File: src/rtl/par_frame_pkg.sv
// Shared types and constants for the par_frame_tx serial framer.
// The optional transmit-side parity check (enabled with PAR_FRAME_TX_CHECK_EN)
// uses byte_parity() from this package.
package par_frame_pkg;

    // Framer FSM states, 3-bit encoding
    typedef enum logic [2:0] {
        IDLE   = 3'd0,
        START  = 3'd1,
        DATA   = 3'd2,
        PARITY = 3'd3,
        STOP   = 3'd4
    } state_t;

    // start + 8 data + parity + stop
    localparam int FRAME_BITS = 11;

    localparam logic PAR_EVEN = 1'b0;
    localparam logic PAR_ODD  = 1'b1;

    // Line parity bit: the upstream XOR-reduction is already "even" parity,
    // so odd framing simply inverts it.
    function automatic logic frame_parity(input logic parity_in, input logic par_sel);
        logic par_s;
        if (par_sel == PAR_ODD) begin
            par_s = ~parity_in;
        end else begin
            par_s = parity_in;
        end
        return par_s;
    endfunction

    // XOR-reduction of a data byte (1 = odd number of ones)
    function automatic logic byte_parity(input logic [7:0] data);
        return ^data;
    endfunction

endpackage

File: src/rtl/par_frame_tx_if.sv
// Upstream byte handshake between the parity generator and the framer.
// master = upstream producer, slave = par_frame_tx.
interface par_frame_tx_if #(
    parameter int DATA_W = 8
) ();
    logic [DATA_W-1:0] din;
    logic              parity_in;
    logic              par_sel;
    logic              in_valid;
    logic              in_ready;

    modport master (
        output din,
        output parity_in,
        output par_sel,
        output in_valid,
        input  in_ready
    );

    modport slave (
        input  din,
        input  parity_in,
        input  par_sel,
        input  in_valid,
        output in_ready
    );
endinterface

File: src/rtl/par_frame_baud.sv
// Baud timer for par_frame_tx: counts 0..CLKS_PER_BIT-1 and flags the last
// cycle of every bit period. Held at zero while clear is high so the first
// bit of a frame always gets a full period.
module par_frame_baud #(
    parameter int CLKS_PER_BIT = 4
) (
    input  logic clk,
    input  logic rst,
    input  logic clear,
    output logic bit_tick
);
    localparam int               CNT_W = $clog2(CLKS_PER_BIT + 1);
    localparam logic [CNT_W-1:0] TERM  = CNT_W'(CLKS_PER_BIT - 1);

    logic [CNT_W-1:0] r_cnt;
    logic             w_at_term;

    assign w_at_term = (r_cnt == TERM);
    assign bit_tick  = w_at_term && !clear;

    // Bit-period counter: reload at every bit boundary, hold zero when cleared
    always_ff @(posedge clk) begin
        if (rst) begin
            r_cnt <= {CNT_W{1'b0}};
        end else if (clear) begin
            r_cnt <= {CNT_W{1'b0}};
        end else if (w_at_term) begin
            r_cnt <= {CNT_W{1'b0}};
        end else begin
            r_cnt <= r_cnt + CNT_W'(1);
        end
    end

endmodule

File: src/rtl/par_frame_tx.sv
// par_frame_tx: serial framer behind the byte parity generator.
// Frame on tx (LSB first): start(0), 8 data bits, parity, stop(1), each bit
// held CLKS_PER_BIT clocks. All outputs are registered.
// Optional feature macro: PAR_FRAME_TX_CHECK_EN adds par_err, which flags a
// parity_in that disagrees with the XOR-reduction of din at transfer time.
module par_frame_tx
    import par_frame_pkg::*;
#(
    parameter int CLKS_PER_BIT = 4,
    parameter int DATA_W       = 8
) (
    input  logic                 clk,
    input  logic                 rst,
    par_frame_tx_if.slave        bus,
    output logic                 tx,
    output logic                 busy,
    output logic                 done
`ifdef PAR_FRAME_TX_CHECK_EN
    ,
    output logic                 par_err
`endif
);
    localparam int               IDX_W    = $clog2(DATA_W);
    localparam logic [IDX_W-1:0] LAST_IDX = IDX_W'(DATA_W - 1);

    state_t              r_state;
    logic [DATA_W-1:0]   r_shift;
    logic [IDX_W-1:0]    r_bit_idx;
    logic                r_par_bit;
    logic                r_tx;
    logic                r_busy;
    logic                r_done;
    logic                r_in_ready;

    logic                w_xfer;
    logic                w_bit_tick;
    logic                w_baud_clear;

    assign w_xfer       = bus.in_valid && r_in_ready;
    assign w_baud_clear = (r_state == IDLE);

    par_frame_baud #(
        .CLKS_PER_BIT (CLKS_PER_BIT)
    ) u_baud (
        .clk      (clk),
        .rst      (rst),
        .clear    (w_baud_clear),
        .bit_tick (w_bit_tick)
    );

    // Framer FSM with registered line, status and handshake outputs
    always_ff @(posedge clk) begin
        if (rst) begin
            r_state    <= IDLE;
            r_shift    <= {DATA_W{1'b0}};
            r_bit_idx  <= {IDX_W{1'b0}};
            r_par_bit  <= 1'b0;
            r_tx       <= 1'b1;
            r_busy     <= 1'b0;
            r_done     <= 1'b0;
            r_in_ready <= 1'b1;
        end else begin
            r_done <= 1'b0;
            case (r_state)
                IDLE: begin
                    if (w_xfer) begin
                        r_state    <= START;
                        r_shift    <= bus.din;
                        r_bit_idx  <= {IDX_W{1'b0}};
                        r_par_bit  <= frame_parity(bus.parity_in, bus.par_sel);
                        r_tx       <= 1'b0;
                        r_busy     <= 1'b1;
                        r_in_ready <= 1'b0;
                    end else begin
                        r_tx <= 1'b1;
                    end
                end
                START: begin
                    if (w_bit_tick) begin
                        r_state <= DATA;
                        r_tx    <= r_shift[0];
                        r_shift <= {1'b0, r_shift[DATA_W-1:1]};
                    end else begin
                        r_tx <= 1'b0;
                    end
                end
                DATA: begin
                    if (w_bit_tick) begin
                        if (r_bit_idx == LAST_IDX) begin
                            r_state <= PARITY;
                            r_tx    <= r_par_bit;
                        end else begin
                            r_tx      <= r_shift[0];
                            r_shift   <= {1'b0, r_shift[DATA_W-1:1]};
                            r_bit_idx <= r_bit_idx + IDX_W'(1);
                        end
                    end else begin
                        r_tx <= r_tx;
                    end
                end
                PARITY: begin
                    if (w_bit_tick) begin
                        r_state <= STOP;
                        r_tx    <= 1'b1;
                    end else begin
                        r_tx <= r_par_bit;
                    end
                end
                STOP: begin
                    if (w_bit_tick) begin
                        r_state    <= IDLE;
                        r_done     <= 1'b1;
                        r_busy     <= 1'b0;
                        r_in_ready <= 1'b1;
                    end else begin
                        r_busy <= 1'b1;
                    end
                    r_tx <= 1'b1;
                end
                default: begin
                    // Unreachable encoding: recover to an idle line
                    r_state    <= IDLE;
                    r_tx       <= 1'b1;
                    r_busy     <= 1'b0;
                    r_in_ready <= 1'b1;
                end
            endcase
        end
    end

`ifdef PAR_FRAME_TX_CHECK_EN
    logic r_par_err;

    // Capture a parity_in/din disagreement at each transfer, hold until the next
    always_ff @(posedge clk) begin
        if (rst) begin
            r_par_err <= 1'b0;
        end else if (w_xfer) begin
            r_par_err <= (bus.parity_in != byte_parity(bus.din));
        end else begin
            r_par_err <= r_par_err;
        end
    end

    assign par_err = r_par_err;
`endif

    assign tx           = r_tx;
    assign busy         = r_busy;
    assign done         = r_done;
    assign bus.in_ready = r_in_ready;

endmodule

File: src/flat_wrapper.sv
// flat-port wrapper written by rule: the top's interface ports become plain ports
module par_frame_tx_flat import par_frame_pkg::*;
#(
    parameter int CLKS_PER_BIT = 4,
    parameter int DATA_W       = 8
)
  (clk, rst, tx, busy, done, bus_din, bus_parity_in, bus_par_sel, bus_in_valid, bus_in_ready);
  par_frame_tx_if #(.DATA_W(DATA_W)) bus_i ();
  input  logic clk;
  input  logic rst;
  output logic tx;
  output logic busy;
  output logic done;
  input wire logic [$bits(bus_i.din)-1:0] bus_din;
  input wire logic [$bits(bus_i.parity_in)-1:0] bus_parity_in;
  input wire logic [$bits(bus_i.par_sel)-1:0] bus_par_sel;
  input wire logic [$bits(bus_i.in_valid)-1:0] bus_in_valid;
  output wire logic [$bits(bus_i.in_ready)-1:0] bus_in_ready;
  assign bus_i.din = bus_din;
  assign bus_i.parity_in = bus_parity_in;
  assign bus_i.par_sel = bus_par_sel;
  assign bus_i.in_valid = bus_in_valid;
  assign bus_in_ready = bus_i.in_ready;
  par_frame_tx #(.CLKS_PER_BIT(CLKS_PER_BIT), .DATA_W(DATA_W)) u_core (.clk(clk), .rst(rst), .bus(bus_i), .tx(tx), .busy(busy), .done(done));
endmodule
File: config.mk
export PLATFORM = sky130hd
export DESIGN_NAME = par_frame_tx_flat
export DESIGN_NICKNAME = d
export VERILOG_FILES = /design/src/rtl/par_frame_pkg.sv /design/src/rtl/par_frame_tx_if.sv /design/src/rtl/par_frame_baud.sv /design/src/rtl/par_frame_tx.sv /design/src/flat_wrapper.sv
export SDC_FILE = /design/constraint.sdc
export NUM_CORES = 1
export LEC_CHECK = 0
export BUFFER_PORTS_ARGS = -buffer_cell sky130_fd_sc_hd__buf_2
export CORE_MARGIN = 10
export CORE_UTILIZATION = 35
export CTS_BUF_LIST = sky130_fd_sc_hd__clkbuf_2 sky130_fd_sc_hd__clkbuf_4 sky130_fd_sc_hd__clkbuf_8
export DETAILED_ROUTE_END_ITERATION = 7
export SLEW_MARGIN = 20
export SYNTH_ARGS = -nofsm -noshare
export SYNTH_HDL_FRONTEND = slang
export SYNTH_HIERARCHICAL = 1
export SYNTH_SLANG_ARGS = --single-unit
File: constraint.sdc
create_clock -name clk -period 4.41 [get_ports clk]
set_clock_uncertainty 0.05 [all_clocks]
set_input_delay 0.441 -clock clk [delete_from_list [all_inputs] [get_ports clk]]
set_output_delay 0.441 -clock clk [all_outputs]
set_load 0.02 [all_outputs]
==> key figures, run 1 <==
Pwr
  – Total power per unit cell area: 348 nW/um^2
  – Peak VDD IR: about 210 uV
  – Pleak: 0.508 nW

Timing
  – Setup ws final: 1.78 ns
  – Crit path time final: ~2.6 ns
  – Slew Limit Headroom: 48.5%
  – RSZ-0062 raised after global routing: no
  – Final setup fails: 0
  – Final Hold Viols: 0
  – Measured slew at the worst slew-check pin: 0.766 ns
  – Post-route setup TNS: 0 ns
  – Max Slew Vio Count: 0
  – Highest clock rate: 0.380 GHz
  – Fin crit share: around three fifths

Detailed routing
  – Total Wirelength: ~2.3 mm
  – Vias post-DR: 891
  – DR WL/cell: about 13 microns
  – Detailed Routing Iterations Pass 1: 4
  – Via density: 4.98
  – Post-DRT Antenna Nets: 0
  – Residual DRC: 0
  – DRT iter0 DRCs: 57

CTS
  – Max clock buf depth: 2
  – CTS Buf Count: 3
  – # hold bufs at CTS: 0
  – Clk sinks: 22
  – Root buffer cell: clkbuf_4
  – H-tree Lvls: 1
  – CTS resizes: 0
  – Clk pin slew, worst setup/hold paths: around 0.13 ns
  – Later-pin clock latency in the skew report: 0.31 ns
  – CTS tree: built
  – Setup Fix Bufs, Post-CTS: 0

Place
  – # port buffers: 16
  – DP Wirelength: between 1.5 and 2 mm
  – Post-Place Worst Slack: ~1.8 ns
  – Placer Congestion: 0.775

Synthesis
  – Top-area cell type share of the netlist area: 37.1%
  – Mapped cell area: 1190 sq um
  – Number of synthesized flops with an enable pin: 0
  – Predominant post-synthesis flop cell: dfxtp_1
  – Count leader, synth: dfxtp_1
  – Register bit count reported by yosys: 22
  – Syn_nets: 142
  – Top cells by count, synth: 22 x dfxtp_1, 11 x a21oi_1, 10 x mux2i_1
  – Post-Synthesis Cells: 124
  – Synth warn: 6
  – Synth async-reset ratio: 0%
  – Count of unique library cells instantiated by Yosys: 39
  – Top cells by area, synth: dfxtp_1 37%, mux2i_1 8.4%, a211oi_2 7.4%
  – Sequential-to-total area share from yosys stat: 37.1%
  – Post-Synthesis Mean Instance Area: between 9 and 10 sq um
  – Dominant cell type by area after synthesis: dfxtp_1

Global routing
  – Largest net degree at the start of global routing: 21
  – Vias in the first global route: 880
  – GRT Total Usage: 7.67%
  – Grt ovf: 0
  – First-pass GRT wire length: about 4.0 mm
  – Initial antenna violation count: 0

Run
  – Max-Cap Viols: 0

Setup path
  – Reg2reg path depth: 5
  – Crit path arrival time: 2.82 ns
  – R2R Path Start: u_core/r_state[1]$_SDFFE_PP0P_
  – CP endpoint kind: flip-flop
  – Critical path class: reg -> reg
  – Worst setup SP type: flip-flop
  – Register-to-register setup slack: 1.78 ns
  – Worst Path Max Fanout: 16
  – R2r endpoint: u_core/r_shift[1]$_SDFFE_PP0P_
  – Required @ worst endpoint: between 4 and 5 ns

Final layout
  – Layout Nets: between 150 and 200
  – Share of layout cells above drive strength 1: 25.6%
  – Synth-to-layout area growth: 10.4%
  – Antenna cells: 0

Die
  – Die Span Y: 78.2 microns
  – FP Rows: 21
  – Die ar.: 6120 sq um
  – Num ports: 17
  – Core area: 3310 sq um
  – Initial core utilization: a little over a third
  – Die width: 78.2 microns

Worst hold path
  – HP Start: bus_in_valid
  – Hold crit path type: in -> reg
  – Hold depth: 4
  – Hold endpoint: u_core/bus.in_ready$_SDFFE_PP1P_

Run status
  – Run status: finished, final reports clean
[worst max-delay path: stages, from the launching register on]
cell,delay (ns)
dfxtp_1,0.49
nor3_1,0.71
nor2b_1,0.33
or3_1,0.56
and2_4,0.24
a211oi_2,0.19
[power breakdown]
group	leakage [nW]	internal, mW	switching (mW)
clock	0.0279	0.0919	0.0615
combinational	0.300	0.0357	0.0443
sequential	0.181	0.213	0.0105
[cells in the final DEF, fill, tap and decap left out, types with 2 or more instances in the layout]
master and instances:
dfxtp_1 22, buf_2 16, a21oi_1 11, mux2i_1 10
nand2_1 9, a211oi_2 7, nor2_1 6, nor3_1 5
ha_1 5, nand2b_1 4, clkbuf_4 3, o21ai_0 3
or3_1 2, nor3b_1 2, nand3_1 2, inv_1 2
xor2_1 2, nor2b_1 2, nor4_1 2
[area by class of cell]
type | instances | area [sq um]
inverter | 2 | 7.51
clock buffer | 3 | 22.5
clock inverter | 1 | 30.0
fill | 349 | 2000
timing repair buffer | 16 | 80.1
tap | 46 | 57.6
multi-input combinational | 89 | 673
sequential | 22 | 440
[cell families after synthesis]
logic type                 synth area share [%]
and+or+nand+nor                            19.5
AOI/OAI and AO/OA                          21.3
DFF                                        37.1
buffers and inverters                      6.22
muxes                                      8.43
adders and majority gates                  5.27
xor gates and xnor gates                   2.21
[how the worst max path moves through the flow]
stage | start | to | slack (ns)
floorplan | u_core/r_state[1]$_SDFFE_PP0P_ | u_core/r_shift[3]$_SDFFE_PP0P_ | 2.17
global placement | u_core/r_state[1]$_SDFFE_PP0P_ | u_core/r_shift[6]$_SDFFE_PP0P_ | 1.98
detailed placement | u_core/r_state[1]$_SDFFE_PP0P_ | u_core/r_shift[1]$_SDFFE_PP0P_ | 1.85
CTS | u_core/r_state[1]$_SDFFE_PP0P_ | u_core/r_shift[1]$_SDFFE_PP0P_ | 1.83
global route | u_core/r_state[1]$_SDFFE_PP0P_ | u_core/r_shift[1]$_SDFFE_PP0P_ | 1.61
finish | u_core/r_state[1]$_SDFFE_PP0P_ | u_core/r_shift[1]$_SDFFE_PP0P_ | 1.78
[registers in the layout, summed over array words and instances, names as in the netlist]
name / cells
u_core/bus.in_ready: 1
u_core/tx: 1
u_core/u_baud/r_cnt: 3
u_core/done: 1
u_core/r_shift: 8
u_core/r_state: 3
u_core/busy: 1
u_core/r_par_bit: 1
u_core/r_bit_idx: 3
[stage by stage]
step                      utilization, %  instance area [sq um]  hold slack [ns]  total power [mW]  cells
after CTS                           39.6                   1310            0.367             0.463    179
after detailed placement            38.0                   1260            0.391             0.309    175
after global routing                39.6                   1310            0.374             0.483    179
after global placement              38.0                   1260            0.381             0.306    175
after floorplan                        -                   1190            0.352             0.294    124
final                               39.6                   1310            0.378             0.457    179
[layer usage]
metal  wire length [microns]  global-route usage [%]  vias to the layer above
li1                        -                       -                      466
met3                     106                    2.85                        2
met1                    1120                    9.15                      407
met5                       0                       0                        -
met2                    1010                    13.1                       16
met4                      15                    1.08                        0
Note: power is estimated with default switching activity, not from simulation.
==> run 2: changes to the inputs <==
==> constraint.sdc (replaced) <==
create_clock -name clk -period 2.5 [get_ports clk]
set_clock_uncertainty 0.05 [all_clocks]
set_input_delay 0.25 -clock clk [delete_from_list [all_inputs] [get_ports clk]]
set_output_delay 0.25 -clock clk [all_outputs]
set_load 0.02 [all_outputs]
==> run 2 against run 1 <==
Wire length up 6.6%; die area unchanged; sequential share of layout area decreased by 0.93 points; non-clock buffer count rose by 5; core utilization rose by 1.1 points; combinational power grew 89%; power is 78% higher; final cell count increased by 2.8%; hold slack worse by 0.20 ns; critical path depth increased by 3; fmax is 31% higher; setup slack got worse by 1.3 ns; critical path type unchanged; highest routed layer unchanged.
==> key figures, run 2 (same netlist as run 1, synthesis figures left out) <==
Setup path
  – Critical path's slowest cell: a221oi_2
  – WP buf/inv: 1 (+1)
  – Worst Path Max Fanout: 9 (-7)
  – CP endpoint kind: flip-flop
  – Required @ worst endpoint: 2.65 ns (-1.95 ns)
  – Register-to-register setup slack: 0.50 ns (-1.29 ns)
  – Critical path class: reg -> reg
  – Worst path cell trace: ha_1 > ha_1 > nor2b_1 > buf_4 > nand2b_1 > a221oi_2 > mux2i_1 > nor2_1
  – Crit path largest cell delay: 0.37 ns (-0.34 ns)
  – Crit path arrival time: 2.15 ns (-0.67 ns)
  – CP delay by family, top: adder cells
  – Worst setup SP type: flip-flop
  – Most frequent cell on the critical path: ha_1

Detailed routing
  – Residual DRC: 0 (unchanged)
  – Post-DRT Antenna Nets: 0 (unchanged)
  – DRT iter0 DRCs: 39 (-32%)
  – Detailed Routing Iterations Pass 1: 4 (unchanged)
  – DR WL/cell: 13.1 microns (+3.7%)
  – Total Wirelength: 2.41 mm (+6.6%)
  – Vias post-DR: 935 (+4.9%)
  – Via density: 5.08 (+2.1%)

Place
  – DP Wirelength: 1.81 mm (+6.9%)
  – # port buffers: 16 (unchanged)
  – Placer Congestion: 0.746 (-3.8%)

Global routing
  – GRT Total Usage: 8.13% (+0.46 points)
  – Largest net degree at the start of global routing: 21 (unchanged)
  – Initial antenna violation count: 0 (unchanged)
  – First-pass GRT wire length: 4.26 mm (+5.6%)
  – Grt ovf: 0 (unchanged)
  – Vias in the first global route: 965 (+9.7%)

Timing
  – Final Hold Viols: 0 (unchanged)
  – RSZ-0062 raised after global routing: no
  – Measured slew at the worst slew-check pin: 0.498 ns (-0.268 ns)
  – Final setup fails: 0 (unchanged)
  – Hold WS: 0.177 ns (-0.201 ns)
  – Highest clock rate: 0.499 GHz (+31%)
  – Post-route setup TNS: 0 ns (unchanged)
  – Slew Limit Headroom: 66.8% (+18 points)
  – Max Slew Vio Count: 0 (unchanged)
  – Crit path time final: 2.00 ns (-0.624 ns)
  – Fin crit share: 80.2% (+21 points)

Final layout
  – Filler instances: 344 (-1.4%)
  – Share of layout cells above drive strength 1: 28.3% (+2.7 points)
  – Largest register by flop count: u_core/r_shift
  – Synth-to-layout area growth: 13.6%
  – Most frequent cells in the layout: 22 x dfxtp_1, 16 x buf_2, 11 x a21oi_1, 10 x mux2i_1, 9 x nand2_1
  – Antenna cells: 0 (unchanged)
  – Most common cell after layout, fill and taps aside: dfxtp_1
  – Layout Nets: 157 (+3.3%)
  – Largest register FFs: 8 (unchanged)

Pwr
  – Peak VDD IR: 333 uV (+59%)
  – Pleak: 0.534 nW (+5.1%)
  – Total power per unit cell area: 603 nW/um^2 (+73%)

Die
  – FP Rows: 21 (unchanged)
  – Die Span Y: 78.2 microns (unchanged)
  – Die ar.: 6120 sq um (unchanged)
  – Die width: 78.2 microns (unchanged)
  – Num ports: 17 (unchanged)
  – Core area: 3310 sq um (unchanged)
  – Initial core utilization: 35.9% (unchanged)

CTS
  – CTS tree: built
  – Setup Fix Bufs, Post-CTS: 0 (unchanged)
  – # hold bufs at CTS: 0 (unchanged)
  – CTS resizes: 0 (unchanged)
  – Later-pin clock latency in the skew report: 0.31 ns (about the same)
  – H-tree Lvls: 1 (unchanged)
  – Max clock buf depth: 2 (unchanged)
  – Root buffer cell: clkbuf_4
  – CTS Buf Count: 3 (unchanged)
  – Clk pin slew, worst setup/hold paths: 0.13 ns (about the same)
  – Clk sinks: 22 (unchanged)

Worst hold path
  – Hold crit path type: in -> reg

Run status
  – Run status: finished, final reports clean

Run
  – Max-Cap Viols: 0 (unchanged)
## run 2: cell count changes in the layout (fill, tap and decap cells not counted), sizes merged
cell	previous run	this run
buf	16	21
## run 2: final cells by class
type / count / area, sq um / share of cell area [%]
Tap cell: 46 / 57.6 / 4.27
Sequential cell: 22 / 440 / 32.7
Inverter: 2 / 7.51 / 0.557
Clock buffer: 3 / 22.5 / 1.67
Timing Repair Buffer: 21 / 118 / 8.72
Multi-Input combinational cell: 89 / 673 / 49.9
Clock inverter: 1 / 30.0 / 2.23
## run 2: metrics by stage
step | util (%) | instances | setup WS [ns] | area (sq um) | total power [mW]
after global placement | 39.2 | 180 | 0.597 | 1300 | 0.544
after detailed placement | 39.2 | 180 | 0.502 | 1300 | 0.549
final | 40.7 | 184 | 0.495 | 1350 | 0.813
after global routing | 40.7 | 184 | 0.347 | 1350 | 0.855
after CTS | 40.7 | 184 | 0.487 | 1350 | 0.822
after floorplan | - | 124 | 0.259 | 1190 | 0.519
## run 2: report_power, final
group / internal, mW / switching [mW] / total, mW / leakage, nW
Combinational: 0.0670 / 0.0842 / 0.151 / 0.326
Sequential: 0.375 / 0.0129 / 0.388 / 0.181
Clock: 0.162 / 0.111 / 0.273 / 0.0279
## run 2: final timing paths
check	depth (start not counted)	to	start
setup / recovery	8	u_core/r_bit_idx[0]$_SDFFE_PP0P_	u_core/u_baud/r_cnt[0]$_SDFF_PP0_
hold / removal	4	u_core/bus.in_ready$_SDFFE_PP1P_	bus_in_valid
setup reg to reg	8	u_core/r_bit_idx[0]$_SDFFE_PP0P_	u_core/u_baud/r_cnt[0]$_SDFF_PP0_
hold reg to reg	1	u_core/u_baud/r_cnt[0]$_SDFF_PP0_	u_core/u_baud/r_cnt[0]$_SDFF_PP0_
## run 2: worst min-delay path, cell delays in order
cell	delay [ns]
buf_2	0.10
nand2_1	0.04
o21ai_0	0.06
nand2_1	0.05
## run 2: layer usage
layer | up-vias | global-route usage (%) | routed length [microns]
li1 | 480 | - | -
met1 | 438 | 8.22 | 1070
met2 | 15 | 15.3 | 1200
met3 | 2 | 3.64 | 126
met4 | 0 | 1.08 | 16
met5 | - | 0 | 0
==> run 3: changes to the inputs <==
==> constraint.sdc (replaced) <==
create_clock -name clk -period 1.8 [get_ports clk]
set_clock_uncertainty 0.05 [all_clocks]
set_input_delay 0.18 -clock clk [delete_from_list [all_inputs] [get_ports clk]]
set_output_delay 0.18 -clock clk [all_outputs]
set_load 0.02 [all_outputs]
==> run 3 against run 2 <==
Die area is the same; largest cell class unchanged; final area grew 12%; non-clock buffer count grew 9; flip-flop and latch count is the same; via count grew 3.1%; combinational power grew 65%.
==> key figures, run 3 (same netlist as run 1, synthesis figures left out) <==
Run status
  – Run status: finished, final reports clean

Setup path
  – Crit path arrival time: 1.95 ns (-0.20 ns)
  – R2r endpoint: u_core/r_shift[4]$_SDFFE_PP0P_
  – WP buf/inv: 1 (unchanged)
  – Worst path cell trace: ha_4 > ha_4 > o21a_1 > a211oi_4 > buf_6 > a21oi_1 > a211oi_2
  – Crit path largest cell delay: 0.38 ns (about the same)
  – R2R Path Start: u_core/r_bit_idx[0]$_SDFFE_PP0P_
  – CP endpoint kind: flip-flop
  – Register-to-register setup slack: 0.05 ns (-0.45 ns)
  – Worst setup SP type: flip-flop
  – Critical path class: reg -> reg
  – Most frequent cell on the critical path: ha_4
  – Required @ worst endpoint: 2.00 ns (-0.65 ns)
  – Worst Path Max Fanout: 6 (-3)
  – Critical path's slowest cell: dfxtp_4
  – CP delay by family, top: compound AO/OA/AOI/OAI gates
  – Reg2reg path depth: 7 (-1)

Pwr
  – Sw Pwr: 0.304 mW (+46%)
  – Total power per unit cell area: 711 nW/um^2 (+18%)
  – Sw Share: 28.4% (+2.7 points)
  – Peak VDD IR: 346 uV (+4.1%)
  – Combinational power share: 23.3% (+4.7 points)
  – Pleak: 0.577 nW (+7.9%)
  – Clock network fraction of design power: 26.0% (-7.6 points)
  – P_int: 0.766 mW (+27%)
  – Sequential Power Share: 50.7% (+2.9 points)

Timing
  – Hold WS: 0.114 ns (-0.0629 ns)
  – Slew Limit Headroom: 69.7% (+2.9 points)
  – Final Hold Viols: 0 (unchanged)
  – Max Slew Vio Count: 0 (unchanged)
  – Highest clock rate: 0.571 GHz (+14%)
  – Fin crit share: 97.3% (+17 points)
  – RSZ-0062 raised after global routing: yes
  – Final setup fails: 0 (unchanged)
  – Crit path time final: 1.75 ns (-0.254 ns)
  – Setup ws final: 0.0488 ns (-0.446 ns)
  – Measured slew at the worst slew-check pin: 0.455 ns (-0.0429 ns)

Die
  – Die width: 78.2 microns (unchanged)
  – Num ports: 17 (unchanged)
  – FP Rows: 21 (unchanged)
  – Initial core utilization: 35.9% (unchanged)
  – Core area: 3310 sq um (unchanged)
  – Die Span Y: 78.2 microns (unchanged)
  – Die ar.: 6120 sq um (unchanged)

Global routing
  – Vias in the first global route: 938 (-2.8%)
  – GRT Total Usage: 8.01% (-0.12 points)
  – Largest net degree at the start of global routing: 21 (unchanged)
  – Grt ovf: 0 (unchanged)
  – First-pass GRT wire length: 4.09 mm (-4.1%)
  – Initial antenna violation count: 0 (unchanged)

Final layout
  – Most frequent cells in the layout: 18 x dfxtp_1, 16 x buf_2, 12 x buf_4, 10 x mux2i_1, 9 x nand2_1
  – Final std cells w/o fill: 193 (+4.9%)
  – Largest register FFs: 8 (unchanged)
  – Layout Nets: 166 (+5.7%)
  – Largest register by flop count: u_core/r_shift
  – Synth-to-layout area growth: 26.7%
  – Most common cell after layout, fill and taps aside: dfxtp_1
  – Share of layout cells above drive strength 1: 41.5% (+13 points)
  – Antenna cells: 0 (unchanged)

CTS
  – Max clock buf depth: 2 (unchanged)
  – CTS tree: built
  – Later-pin clock latency in the skew report: 0.31 ns (about the same)
  – CTS Buf Count: 3 (unchanged)
  – Root buffer cell: clkbuf_4
  – Clk sinks: 22 (unchanged)
  – Clk pin slew, worst setup/hold paths: 0.12 ns (about the same)
  – H-tree Lvls: 1 (unchanged)

Detailed routing
  – Via density: 4.99 (-1.7%)
  – DRT iter0 DRCs: 31 (-21%)
  – Detailed Routing Iterations Pass 1: 4 (unchanged)
  – DR WL/cell: 13.2 microns (+0.84%)
  – Residual DRC: 0 (unchanged)
  – Vias post-DR: 964 (+3.1%)
  – Post-DRT Antenna Nets: 0 (unchanged)
  – Total Wirelength: 2.55 mm (+5.8%)

Worst hold path
  – HP Start: bus_in_valid
  – Hold endpoint: u_core/bus.in_ready$_SDFFE_PP1P_
  – Hold depth: 4 (unchanged)
  – Hold crit path type: in -> reg

Place
  – Placer Congestion: 0.760 (+1.8%)
  – DP Wirelength: 1.90 mm (+5.1%)
  – Post-Place Worst Slack: -0.0727 ns (-0.575 ns)
  – # port buffers: 16 (unchanged)
  – Placed Cells incl. Taps: 188 (+4.4%)

Run
  – Max-Cap Viols: 0 (unchanged)
==> run 3: cell types whose count changed in the layout (fill, tap and decap cells not counted), moves of 3 or more <==
cell	before	now
a21oi_1	11	8
dfxtp_2	0	3
buf_4	5	12
a21oi_2	0	3
ha_4	0	4
dfxtp_1	22	18
ha_1	5	1
==> run 3: what timing repair did <==
action	CTS	global route
gates resized for setup	2	14
hold buffers	0	0
setup endpoints to repair	11	11
pin swaps	1	11
buffers inserted	0	1
==> run 3: worst max-delay path by stage <==
stage	startpoint	endpoint	slack (ns)	cells past startpoint
6_report	u_core/r_bit_idx[0]$_SDFFE_PP0P_	u_core/r_shift[4]$_SDFFE_PP0P_	0.05	7
3_3_place_gp	u_core/u_baud/r_cnt[0]$_SDFF_PP0_	u_core/r_bit_idx[0]$_SDFFE_PP0P_	0.006	8
2_1_floorplan	u_core/r_state[1]$_SDFFE_PP0P_	u_core/r_shift[3]$_SDFFE_PP0P_	-0.10	9
5_1_grt	u_core/u_baud/r_cnt[0]$_SDFF_PP0_	u_core/r_bit_idx[0]$_SDFFE_PP0P_	-0.06	8
3_5_place_dp	u_core/u_baud/r_cnt[0]$_SDFF_PP0_	u_core/r_bit_idx[0]$_SDFFE_PP0P_	-0.07	8
4_1_cts	u_core/r_bit_idx[0]$_SDFFE_PP0P_	u_core/r_shift[6]$_SDFFE_PP0P_	0.007	7
==> run 3: final cells by class <==
| type | instances | area [sq um] |
|---|---|---|
| fill | 344 | 1810 |
| multi-input combinational | 89 | 753 |
| sequential | 22 | 448 |
| timing repair buffer | 30 | 201 |
| tap | 46 | 57.6 |
| clock buffer | 4 | 36.3 |
| inverter | 2 | 7.51 |
==> run 3: power groups by stage <==
stage / clock (mW) / combinational, mW / sequential [mW]
after floorplan: 0 / 0.172 / 0.553
after CTS: 0.289 / 0.244 / 0.541
final: 0.278 / 0.249 / 0.543
after detailed placement: 0 / 0.242 / 0.552
after global placement: 0 / 0.237 / 0.551
after global routing: 0.303 / 0.271 / 0.547
==> run 3: worst min-delay path: stages <==
cell     delay [ns]
buf_2          0.10
nand2_1        0.04
o21ai_0        0.06
nand2_1        0.05
==> run 3: metal layers <==
metal | vias to the layer above | GRT usage, % | share of wire (%)
met4 | 0 | 3.76 | 1.6
met1 | 455 | 9.53 | 46
met5 | - | 0 | 0
met2 | 12 | 13.5 | 50
met3 | 4 | 1.59 | 2.4
li1 | 493 | - | -
==> run 3: metrics by stage <==
stage	util, %	instance area (sq um)	setup TNS [ns]	power (mW)
after CTS	43.5	1440	0	1.07
after floorplan	-	1220	-0.732	0.724
after detailed placement	42.1	1400	-0.120	0.794
after global routing	45.4	1500	-0.0888	1.12
final	45.4	1500	0	1.07
after global placement	42.1	1400	0	0.788
